===== src/rtl/demux_dispatch4.sv =====
`default_nettype none
// ============================================================================
//  Module   : demux_dispatch4
//  Purpose  : Serial dispatcher that writes one latched source word into up
//             to four destination holding registers, one per cycle, in
//             ascending index order. It is the inverse of the 4-input word mux.
//  Ports    : clk, reset         - rising-edge clock, synchronous active-high reset
//             req, mask, data_in - request, target set and word (sampled in IDLE)
//             busy, done         - dispatch in progress / pulse on final write
//             wr_en, sel_out     - one-hot strobe and binary index of current write
//             data_out           - latched dispatch word
//             reg_0..reg_3       - destination holding registers
//  Revision : 1.0  initial release
// ============================================================================
module demux_dispatch4 #(
  parameter int WIDTH = 32
) (
  input  logic             clk,
  input  logic             reset,
  input  logic             req,
  input  logic [3:0]       mask,
  input  logic [WIDTH-1:0] data_in,
  output logic             busy,
  output logic             done,
  output logic [3:0]       wr_en,
  output logic [2:0]       sel_out,
  output logic [WIDTH-1:0] data_out,
  output logic [WIDTH-1:0] reg_0,
  output logic [WIDTH-1:0] reg_1,
  output logic [WIDTH-1:0] reg_2,
  output logic [WIDTH-1:0] reg_3
);

  localparam logic [0:0] ST_IDLE     = 1'b0;
  localparam logic [0:0] ST_DISPATCH = 1'b1;

  logic [0:0]       state_q,    state_d;
  logic [3:0]       pending_q,  pending_d;
  logic [WIDTH-1:0] data_out_q, data_out_d;
  logic [WIDTH-1:0] regs_q [4];
  logic [WIDTH-1:0] regs_d [4];

  logic [1:0]       low_idx;
  logic             last_one;

  // Lowest set bit of pending selects the destination for this cycle.
  always_comb begin
    low_idx = 2'd0;
    casez (pending_q)
      4'b???1: low_idx = 2'd0;
      4'b??10: low_idx = 2'd1;
      4'b?100: low_idx = 2'd2;
      4'b1000: low_idx = 2'd3;
      default: low_idx = 2'd0;
    endcase
  end

  // Exactly one bit left: clearing the lowest bit leaves nothing.
  assign last_one = (pending_q != 4'b0000) &&
                    ((pending_q & (pending_q - 4'd1)) == 4'b0000);

  // State register and datapath flops.
  always_ff @(posedge clk) begin
    if (reset) begin
      state_q    <= ST_IDLE;
      pending_q  <= 4'b0000;
      data_out_q <= '0;
      for (int i = 0; i < 4; i++) regs_q[i] <= '0;
    end else begin
      state_q    <= state_d;
      pending_q  <= pending_d;
      data_out_q <= data_out_d;
      for (int i = 0; i < 4; i++) regs_q[i] <= regs_d[i];
    end
  end

  // Next-state and datapath update.
  always_comb begin
    state_d    = state_q;
    pending_d  = pending_q;
    data_out_d = data_out_q;
    for (int i = 0; i < 4; i++) regs_d[i] = regs_q[i];
    case (state_q)
      ST_IDLE: begin
        // An empty mask is a no-op request.
        if (req && (mask != 4'b0000)) begin
          pending_d  = mask;
          data_out_d = data_in;
          state_d    = ST_DISPATCH;
        end
      end
      ST_DISPATCH: begin
        regs_d[low_idx]    = data_out_q;
        pending_d[low_idx] = 1'b0;
        if (last_one) state_d = ST_IDLE;
      end
      default: state_d = ST_IDLE;
    endcase
  end

  // Outputs.
  always_comb begin
    busy    = 1'b0;
    done    = 1'b0;
    wr_en   = 4'b0000;
    sel_out = 3'b000;
    if (state_q == ST_DISPATCH) begin
      busy    = 1'b1;
      done    = last_one;
      wr_en   = 4'b0001 << low_idx;
      sel_out = {1'b0, low_idx};
    end
  end

  assign data_out = data_out_q;
  assign reg_0    = regs_q[0];
  assign reg_1    = regs_q[1];
  assign reg_2    = regs_q[2];
  assign reg_3    = regs_q[3];

endmodule
`default_nettype wire


===== config.mk =====
export PLATFORM = sky130hd
export DESIGN_NAME = demux_dispatch4
export DESIGN_NICKNAME = d
export VERILOG_FILES = /design/src/rtl/demux_dispatch4.sv
export SDC_FILE = /design/constraint.sdc
export NUM_CORES = 1
export LEC_CHECK = 0
export CAP_MARGIN = 20
export CORE_ASPECT_RATIO = 1.5
export CORE_MARGIN = 2
export CORE_UTILIZATION = 42
export CTS_CLUSTER_SIZE = 30
export DETAILED_ROUTE_END_ITERATION = 16
export HOLD_SLACK_MARGIN = 0.1
export PLACE_DENSITY_LB_ADDON = 0.25
export SLEW_MARGIN = 20
export SYNTH_ARGS = -nofsm -noshare
export SYNTH_HDL_FRONTEND = slang
export SYNTH_SLANG_ARGS = --single-unit

===== constraint.sdc =====
create_clock -name clk -period 1.4 [get_ports clk]
set_clock_uncertainty 0.1 [all_clocks]
set_input_delay 0.28 -clock clk [delete_from_list [all_inputs] [get_ports clk]]
set_output_delay 0.28 -clock clk [all_outputs]
set_load 0.05 [all_outputs]

## Word-level counts from Yosys, hierarchy flattened

Memories as Yosys holds them, arrays and structs flattened.
Index checks and enable logic that the tools add are counted.

- Flip-flop bits (word level): 37
- Memory bits (writable): 128
- Input bits: 39
- Output and inout bits: 169
- Word-level logic and storage cells: 54
- Memories: 1

Memories:

| name | words | width | rd ports | clocked after Yosys merged registers in | write ports | line | text |
|---|---|---|---|---|---|---|---|
| regs_q | 4 | 32 | 4 | 0 | 4 | 40 | `logic [WIDTH-1:0] regs_q [4];` |

- $add $sub $neg: 1
- Order comparisons: 4
- Equality and inequality tests: 4
- Shift-type cells: 1
- Multiplexer cells: 23
- Bitwise logic cells: 9
- Reductions and logical operators: 8

Operator list:

| operator | count |
|---|---|
| $mux W32 | 5 |
| $bwmux W128 | 1 |
| $mux W128 | 1 |
| $demux W32 S2 | 1 |
| $and A4 B4 Y4 | 2 |
| $mux W1 | 8 |
| $mux W4 | 2 |
| $pmux W4 S2 | 1 |
| $reduce_bool A4 Y1 | 2 |
| $pmux W2 S3 | 1 |
| $eq A4 B4 Y1 const B | 1 |
| $logic_and A1 B1 Y1 | 4 |
| $logic_not A4 Y1 | 1 |
| $not A4 Y4 | 1 |
| $or A1 B1 Y1 | 4 |
| $shl A1 B2 Y4 const A | 1 |
| $sub A4 B1 Y4 const B | 1 |
| $eq A3 B3 Y1 const B | 1 |
| $ge A3 B3 Y1 const B | 1 |
| $lt A2 B3 Y1 const B | 1 |
| $lt A3 B1 Y1 const B | 1 |
| $not A2 Y3 | 1 |
| $demux W1 S2 | 1 |
| $eq A2 B2 Y1 const B | 1 |
| other kinds (6) | 6 |

## Logic depth before layout (Yosys ltp)

Gate-level depths: netlist of the first run.

- Depth in word-level cells: 10
- Gate-level depth with buffers: 7
- Gate-level depth less buffers: 4

## Worst setup path before layout of the first run

Ideal clock, no wire load.

- Path kind: reg-to-output
- Start point: register state_q
- End point: output port sel_out[0]
- Data arrival time: 2.032 ns
- Required time: 1.020 ns
- Path slack: -1.012 ns
- Cell stages (with the launch flop): 5
- Buffers on the path: 2
- Cells stage by stage: dfxtp_1 -> or3b_1 -> buf_6 -> buf_6 -> o21ai_1

- Word-level cells in the longest chain between the ends: 1

Ends and longest elaborated chain:

| item | line | text |
|---|---|---|
| from (decl) | 37 | `logic [0:0] state_q, state_d;` |
| from (signal assigned) | 70 | `state_q <= state_d;` |
| $mux W2 | 107 | `if (state_q == ST_DISPATCH) begin` |
| to (decl) | 26 | `output logic [2:0] sel_out,` |

No other way between the ends.

## Worst setup path in the final report of the first run

- Start point: register pending_q[0]
- End point: output port wr_en[1]

- Word-level cells in the longest chain between the ends: 4
- Elaborated cells between the ends (all ways): 6
- Classes of those cells: eq/ne: 3; shift: 1; mux: 2

Ends and longest elaborated chain:

| item | line | text |
|---|---|---|
| from (decl) | 38 | `logic [3:0] pending_q, pending_d;` |
| from (signal assigned) | 71 | `pending_q <= pending_d;` |
| $eq A4 B4 Y1, or another cell as far along | 49 | `casez (pending_q)` |
| $pmux W2 S3 * | 49 |  |
| $shl A1 B2 Y4 * | 110 | `wr_en = 4'b0001 << low_idx;` |
| $mux W4 * | 107 |  |
| to (decl) | 25 | `output logic [3:0] wr_en,` |

Every way passes the cells marked *; elsewhere a longest branch is shown, timed or not.

==> flow_summary.ini, run 1 <==
[logic_synthesis]
synth_seq_cells = 165
syn-num-nets = 798
ys.flop_type = dfxtp_1
ys_seq_area_frac = 0.487
synth_enable_flop_cells = 0
netlist_instances = 759
yosysWarnings = 0
async_reset_ff_frac = 0
syn_avg_cell_area_um2 = 8.94
synth_area_mm2 = 0.00679
synth_cell_types = 36

[timing]
hold_viol_final = 0
post-route-period-util = 1.48
fin_ws_ns = -0.677
min_period_ns = 2.08
tns_ns = -65.62
setup_viol = 176
clock.fmax_mhz = 482
rsz0062_at_grt = true
final_max_slew_viol_count = 0
hold_ws_ns = 0.324

[grt]
grt_pass1_wl_um = 45200
grt_overflow = 0
grt_max_degree = 51
grt_pass1_vias = 7719
antenna_found_initial = 4
track_usage = 0.346

[final_layout]
layout.nets = 1091
finalNonFillerCells = 1273
n_fill_cell = 572
area.growth.synth_to_final_pct = 106
drive_gt1_frac = 0.596
post-route-cell-area_mm2 = 0.0140

[clocking]
cts_sinks = 165
root_buffer = clkbuf_16
clkLatencyLatePin_ns = 0.43
cts_buffers = 17
htreeDepth = 4
path_clk_slew_ns = 0.07
clk_path_buf_depth = 2
cts_tree = done

[worst_setup_path]
critPathMaxFanout = 6
critPathArrivalTime_ns = 1.70
cpLargestDelayFamily = buffers and inverters
critPathRequiredTime_ns = 1.02
reg2reg_to = regs_q[3][24]
worstSetupPathType = reg2out
cpPeakStageDelay_ns = 0.36
cp-startpoint = pending_q[0]
cp_slowest_cell = dfxtp_2
critPathCaptureType = primary output
r2r-start = pending_q[0]
rrSetupSlack_ns = -0.63
crit_path_start_kind = register
worst-path-buf-inv = 5
reg2regPathDepth = 10
path_cells = buf_6, nand3b_1, buf_6, inv_6, buf_12, buf_12

[routing]
finalWirelength_um = 32900
drt-initial-drc-count = 466
antenna_left = 0
top_layer_used = met4
dr_wl_met2_um = 17200
met3_wirelength_um = 2040
routedWlPerCell_um = 25.8
avgViaCountPerCell = 5.89
remaining_drc_errors = 0
drt-met1-wl_um = 11300
first_pass_iters = 5
vias = 7497

[power]
irDropWorstVdd_mv = 0.796
powerDensity_mw_per_mm2 = 892
p_leak_nw = 5.22
power.total_mw = 12.5

[floorplanning]
initial_core_util = 0.431
die_w_um = 108
die-height_um = 160
rows = 56
die_area_mm2 = 0.0172
coreArea_mm2 = 0.0158
ios = 208

[min_path]
hold_depth = 3
hold_class = in2reg
min_to = data_out[8]
holdCritStartpoint = data_in[8]

[placement]
dpl_cell_area_mm2 = 0.0114
dp.cells = 1178
gp_congestion = 0.792
io_buffer_count = 206
place_hpwl_um = 16400

[flow_run]
maxCapViolCount = 0

[run_status]
violations = negative setup slack
run_status = complete, but fails checks
==> how the worst max path moves through the flow <==
stage	endpoint	slack [ns]	cells after the start
after detailed placement	data_out[8]	-0.50	7
after CTS	done	-0.59	5
after global routing	done	-0.70	5
after global placement	data_out[8]	-0.47	7
after floorplan	sel_out[0]	-0.37	4
final	wr_en[1]	-0.68	6
==> cell usage in the layout (no fill, tap or decap), types with 24 or more instances in the layout <==
cell	netlist	layout
nand2_1	132	95
a21oi_1	102	25
o21ai_1	58	31
a21oi_2	30	105
clkdlybuf4s50_1	0	33
mux2i_1	32	29
nand2_4	0	24
dfxtp_1	165	128
buf_4	14	54
nand3_2	30	47
buf_6	10	33
nand2b_1	65	64
buf_12	3	199
==> per-stage QoR <==
| step | util | worst slack (ns) |
|---|---|---|
| 2_1_floorplan | - | -0.375 |
| 3_3_place_gp | 0.721 | -0.471 |
| 3_5_place_dp | 0.721 | -0.499 |
| 4_1_cts | 0.862 | -0.586 |
| 5_1_grt | 0.888 | -0.697 |
| 6_report | 0.889 | -0.677 |
==> registers in the layout, summed over array words and instances, names as in the netlist <==
register and flops:
regs_q 128, pending_q 4, state_q 1, data_out 32
==> power breakdown <==
group	total [mW]	switching, mW	internal, mW
logic	2.85	1.48	1.38
registers	5.03	0.234	4.80
clock network	4.61	2.16	2.44
==> cells in the mapped netlist, drive strengths merged (2+ instances only) <==
| library cell | number | area share |
|---|---|---|
| dfxtp | 165 | 0.49 |
| a21oi | 132 | 0.11 |
| nand2 | 132 | 0.073 |
| o21ai | 66 | 0.049 |
| nand2b | 65 | 0.060 |
| nand3 | 64 | 0.069 |
| buf | 45 | 0.054 |
| mux2i | 32 | 0.047 |
| clkbuf | 28 | 0.015 |
| inv | 4 | 0.0022 |
| nor2 | 4 | 0.0022 |
| a211oi | 2 | 0.0022 |
| nor2b | 2 | 0.0018 |
| nor4b | 2 | 0.0026 |
| o221ai | 2 | 0.0026 |
==> logic make-up after synthesis <==
family / after synthesis / share of synthesized area
other: 1 / 0.000552
buffers and inverters: 77 / 0.0719
multiplexers: 32 / 0.0472
AO/OA/AOI/OAI: 205 / 0.171
flip-flops: 165 / 0.487
XOR/XNOR: 1 / 0.00129
AND/OR/NAND/NOR: 278 / 0.222
==> per-layer routing <==
layer	up-vias	global-route usage
li1	3178	-
met1	3686	0.368
met2	459	0.612
met3	174	0.0727
met4	0	0.212
met5	-	0
==> final cells by class <==
type | count | area (um^2) | area share
clock inverters | 12 | 92.6 | 0.00661
repair buffers | 346 | 5660 | 0.404
inverters | 4 | 22.5 | 0.00161
well taps | 203 | 254 | 0.0181
diodes | 5 | 12.5 | 0.000893
clock buffers | 20 | 467 | 0.0333
multi-input cells | 518 | 4100 | 0.292
flip-flops and latches | 165 | 3400 | 0.243
==> tightest hold or removal path, stage by stage <==
cell	delay, ns
clkdlybuf4s50_1	0.42
nand3_2	0.07
a21oi_2	0.05
==> repair_timing <==
action	CTS	global route
endpoints found under the hold margin	6	0
pin swaps	88	32
setup endpoints to repair	193	188
resized for setup	275	90
setup buffers	41	5
hold buffers	1	0
gates cloned	17	2
Note: power is estimated with default switching activity, not from simulation.
==> inputs of run 2 (changes only) <==
--- a/config.mk
+++ b/config.mk
@@ -8,7 +8,7 @@
 export CAP_MARGIN = 20
 export CORE_ASPECT_RATIO = 1.5
 export CORE_MARGIN = 2
-export CORE_UTILIZATION = 42
+export CORE_UTILIZATION = 30
 export CTS_CLUSTER_SIZE = 30
 export DETAILED_ROUTE_END_ITERATION = 16
 export HOLD_SLACK_MARGIN = 0.1
==> constraint.sdc (replaced) <==
create_clock -name clk -period 1.4 [get_ports clk]
set_clock_uncertainty 0.1 [all_clocks]
set_input_delay 0.28 -clock clk [delete_from_list [all_inputs] [get_ports clk]]
set_output_delay 0.28 -clock clk [all_outputs]
set_load 0.1 [all_outputs]
==> flow_summary.ini, run 2 (synthesized netlist as in run 1, its figures left out) <==
[run_status]
run_status = complete, but fails checks
violations = negative setup slack

[final_layout]
multi_input_area_mm2 = 0.00402
ff_latch_area_mm2 = 0.00358
largest_reg_flops = 128
area.growth.synth_to_final_pct = 111
layout_commonest_cell = buf_12
n_fill_cell = 1649
final_cell_mix = 204 x buf_12, 129 x dfxtp_2, 93 x nand2_1
regMostFlops = regs_q
post-route-cell-area_mm2 = 0.0143
layout.nets = 1111
drive_gt1_frac = 0.707
utilization = 0.643

[power]
power.total_mw = 13.3
powerDensity_mw_per_mm2 = 928
irDropWorstVdd_mv = 0.670
p_leak_nw = 5.44

[grt]
grt_pass1_vias = 6587
antenna_found_initial = 3
track_usage = 0.219
grt_pass1_wl_um = 39900
grt_overflow = 0
grt_max_degree = 39

[timing]
tns_ns = -36.02
setup_viol = 172
clock.fmax_mhz = 487
final_max_slew_viol_count = 0
min_period_ns = 2.05
fin_ws_ns = -0.653
hold_ws_ns = 0.269
post-route-period-util = 1.47
rsz0062_at_grt = true
hold_viol_final = 0

[worst_setup_path]
worst-path-buf-inv = 2
critPathMaxFanout = 6
crit_path_start_kind = register
cpPeakStageDelay_ns = 0.34
path_cells = buf_6, nor4b_2, a211o_1, and2_4, buf_12
r2r-start = pending_q[0]
cpLargestDelayFamily = flip-flops
cp_slowest_cell = dfxtp_2
critPathCaptureType = primary output
critPathArrivalTime_ns = 1.67
rrSetupSlack_ns = -0.36
worstSetupPathType = reg2out
reg2reg_to = regs_q[2][10]
critPathRequiredTime_ns = 1.02
reg2regPathDepth = 8

[routing]
drt-initial-drc-count = 303
remaining_drc_errors = 0
antenna_left = 0
avgViaCountPerCell = 5.01
first_pass_iters = 4
finalWirelength_um = 28500
routedWlPerCell_um = 20.9
vias = 6831

[clocking]
clkLatencyLatePin_ns = 0.43
clk_path_buf_depth = 2
htreeDepth = 4
cts_tree = done
root_buffer = clkbuf_16
path_clk_slew_ns = 0.06
cts_sinks = 165
cts_buffers = 17

[floorplanning]
die-height_um = 188
coreArea_mm2 = 0.0223
initial_core_util = 0.304
die_w_um = 127
rows = 67
die_area_mm2 = 0.0239
ios = 208

[min_path]
hold_class = in2reg
min_to = pending_q[0]
hold_depth = 4
holdCritStartpoint = mask[0]

[placement]
place_hpwl_um = 16900
io_buffer_count = 206
dpl_cell_area_mm2 = 0.0114
gp_congestion = 0.779

[flow_run]
maxCapViolCount = 0
## run 2: what timing repair did
item	in CTS	in global routing
buffers inserted	23	49
hold endpoints to repair	4	0
cloned	9	9
gates resized for setup	191	288
hold buffers	1	0
pin swaps	66	81
setup endpoints to repair	247	287
## run 2: worst reg2reg max path, stage by stage, from the launching register on
cell and delay [ns]:
dfxtp_2 0.33, buf_6 0.13, buf_4 0.14, nand4bb_2 0.32, inv_4 0.13, buf_4 0.14
buf_12 0.18, nand2_1 0.10, a21oi_1 0.13
## run 2: how the worst max path moves through the flow
stage | startpoint | end | cells after the start
2_1_floorplan | state_q | sel_out[0] | 4
3_3_place_gp | mask[0] | data_out[27] | 5
3_5_place_dp | mask[0] | data_out[26] | 5
4_1_cts | pending_q[1] | done | 5
5_1_grt | pending_q[1] | done | 5
6_report | pending_q[1] | done | 5
## run 2: cell type report
type	instances	share of cell area
multi-input combinational	517	0.280
timing repair buffer	367	0.400
antenna	3	0.000524
tap	276	0.0241
clock buffer	18	0.0306
inverter	4	0.00175
clock inverter	14	0.0133
sequential	165	0.249
## run 2: power by group
group | total (mW) | switching, mW | internal, mW
clock network | 5.08 | 2.17 | 2.91
logic | 3.26 | 1.88 | 1.39
registers | 4.96 | 0.172 | 4.79
total | 13.3 | 4.22 | 9.09
## run 2: metal layers
layer	vias up	GRT usage	share of wire
met3	47	0.0434	0.037
li1	3208	-	-
met2	183	0.402	0.55
met1	3393	0.246	0.38
met4	0	0.0828	0.037
met5	-	0	0
## run 2: stage by stage
stage          std cells  worst slack (ns)
6_report            1364            -0.653
5_1_grt             1364            -0.681
4_1_cts             1311            -0.639
3_5_place_dp        1247            -0.691
3_3_place_gp        1247            -0.670
2_1_floorplan        759            -0.715
==> inputs of run 3 (changes only) <==
--- a/config.mk
+++ b/config.mk
@@ -6,7 +6,6 @@
 export NUM_CORES = 1
 export LEC_CHECK = 0
 export CAP_MARGIN = 20
-export CORE_ASPECT_RATIO = 1.5
 export CORE_MARGIN = 2
 export CORE_UTILIZATION = 30
 export CTS_CLUSTER_SIZE = 30
==> flow_summary.ini, run 3 (synthesized netlist as in run 1, its figures left out) <==
[floorplanning]
rows = 55
ios = 208
die_area_mm2 = 0.0238
coreArea_mm2 = 0.0224
die_w_um = 154
die-height_um = 154
initial_core_util = 0.303

[min_path]
min_to = pending_q[0]
hold_class = in2reg
hold_depth = 4
holdCritStartpoint = mask[0]

[routing]
drt-initial-drc-count = 233
remaining_drc_errors = 0
first_pass_iters = 4
avgViaCountPerCell = 4.88
finalWirelength_um = 26400
routedWlPerCell_um = 19.5
antenna_left = 0
vias = 6611

[timing]
min_period_ns = 2.06
fin_ws_ns = -0.664
hold_viol_final = 0
rsz0062_at_grt = true
clock.fmax_mhz = 485
post-route-period-util = 1.47
setup_viol = 172
final_max_slew_viol_count = 0

[placement]
dp.cells = 1267
gp_congestion = 0.758
dpl_cell_area_mm2 = 0.0114
io_buffer_count = 206
place_hpwl_um = 16500

[clocking]
path_clk_slew_ns = 0.06
root_buffer = clkbuf_16
clkLatencyLatePin_ns = 0.43
htreeDepth = 4
clk_path_buf_depth = 2
cts_buffers = 17
cts_sinks = 165
cts_tree = done

[worst_setup_path]
critPathCaptureType = primary output
reg2regPathDepth = 10
crit_path_start_kind = register
rrSetupSlack_ns = -0.45
worstSetupPathType = reg2out
reg2reg_to = data_out[3]
critPathRequiredTime_ns = 1.02
r2r-start = state_q
critPathArrivalTime_ns = 1.68
critPathMaxFanout = 5

[final_layout]
layout.nets = 1096
layout_commonest_cell = buf_12
finalNonFillerCells = 1356
largest_reg_flops = 128
regMostFlops = regs_q
final_cell_mix = 195 x buf_12, 130 x dfxtp_2, 106 x nand2_1
area.growth.synth_to_final_pct = 103
post-route-cell-area_mm2 = 0.0138
drive_gt1_frac = 0.651

[flow_run]
maxCapViolCount = 0

[grt]
grt_max_degree = 38
grt_pass1_vias = 6438
antenna_found_initial = 0
track_usage = 0.211
grt_overflow = 0
grt_pass1_wl_um = 38300

[power]
p_leak_nw = 4.97
irDropWorstVdd_mv = 0.805
powerDensity_mw_per_mm2 = 962
power.total_mw = 13.2

[run_status]
run_status = complete, but fails checks
violations = negative setup slack
## run 3: changes by cell type in the layout (fill, tap and decap cells not counted), sizes merged
cell	change
clkinvlp	-1
buf	-13
diode	-2
bufinv	+1
bufbuf	-1
dlygate4sd2	+1
clkbuf	-1
clkdlybuf4s15	-1
## run 3: what timing repair did
item	4_1_cts	5_1_grt
gates resized for setup	95	310
cloned	9	5
hold buffers	1	0
setup buffers	25	21
pin swaps	17	60
hold endpoints to repair	7	0
setup endpoints to repair	306	328
## run 3: final cells by class
cell class                      count  area [um^2]
Antenna cell                        1         2.50
Clock buffer                       18          439
Clock inverter                     14          213
Fill cell                        1767         8660
Inverter                            4         27.5
Multi-Input combinational cell    517         3590
Sequential cell                   165         3590
Tap cell                          285          357
Timing Repair Buffer              352         5560
## run 3: metrics by stage
step	utilization	hold WS, ns	setup slack, ns	setup TNS (ns)
2_1_floorplan	-	0.303	-0.715	-24.80
3_3_place_gp	0.507	0.375	-0.669	-40.27
3_5_place_dp	0.507	0.381	-0.680	-43.42
4_1_cts	0.571	0.274	-0.688	-43.98
5_1_grt	0.614	0.284	-0.697	-63.63
6_report	0.614	0.284	-0.664	-51.97
## run 3: critical path, cell delays in order, from the launching register on
cell and delay, ns:
dfxtp_2 0.33, buf_6 0.13, xor2_1 0.16, a211o_1 0.31, and2_4 0.16, buf_12 0.16
## run 3: worst max path at each step
stage / from / to / slack (ns) / cells past startpoint
2_1_floorplan: state_q / sel_out[0] / -0.72 / 4
3_3_place_gp: mask[0] / data_out[27] / -0.67 / 5
3_5_place_dp: mask[0] / data_out[27] / -0.68 / 5
4_1_cts: pending_q[0] / done / -0.69 / 5
5_1_grt: pending_q[1] / done / -0.70 / 5
6_report: pending_q[0] / done / -0.66 / 5
## run 3: metal layers
layer	global-route usage	part of all wire	vias up
met4	0.0586	0.018	0
met5	0	0	-
li1	-	-	3179
met1	0.255	0.40	3191
met2	0.361	0.51	209
met3	0.0664	0.072	32
## run 3: report_power, final
group          switching, mW  internal, mW
Sequential             0.155          4.79
Combinational           1.76          1.30
Clock                   2.15          3.09
Total                   4.06          9.19
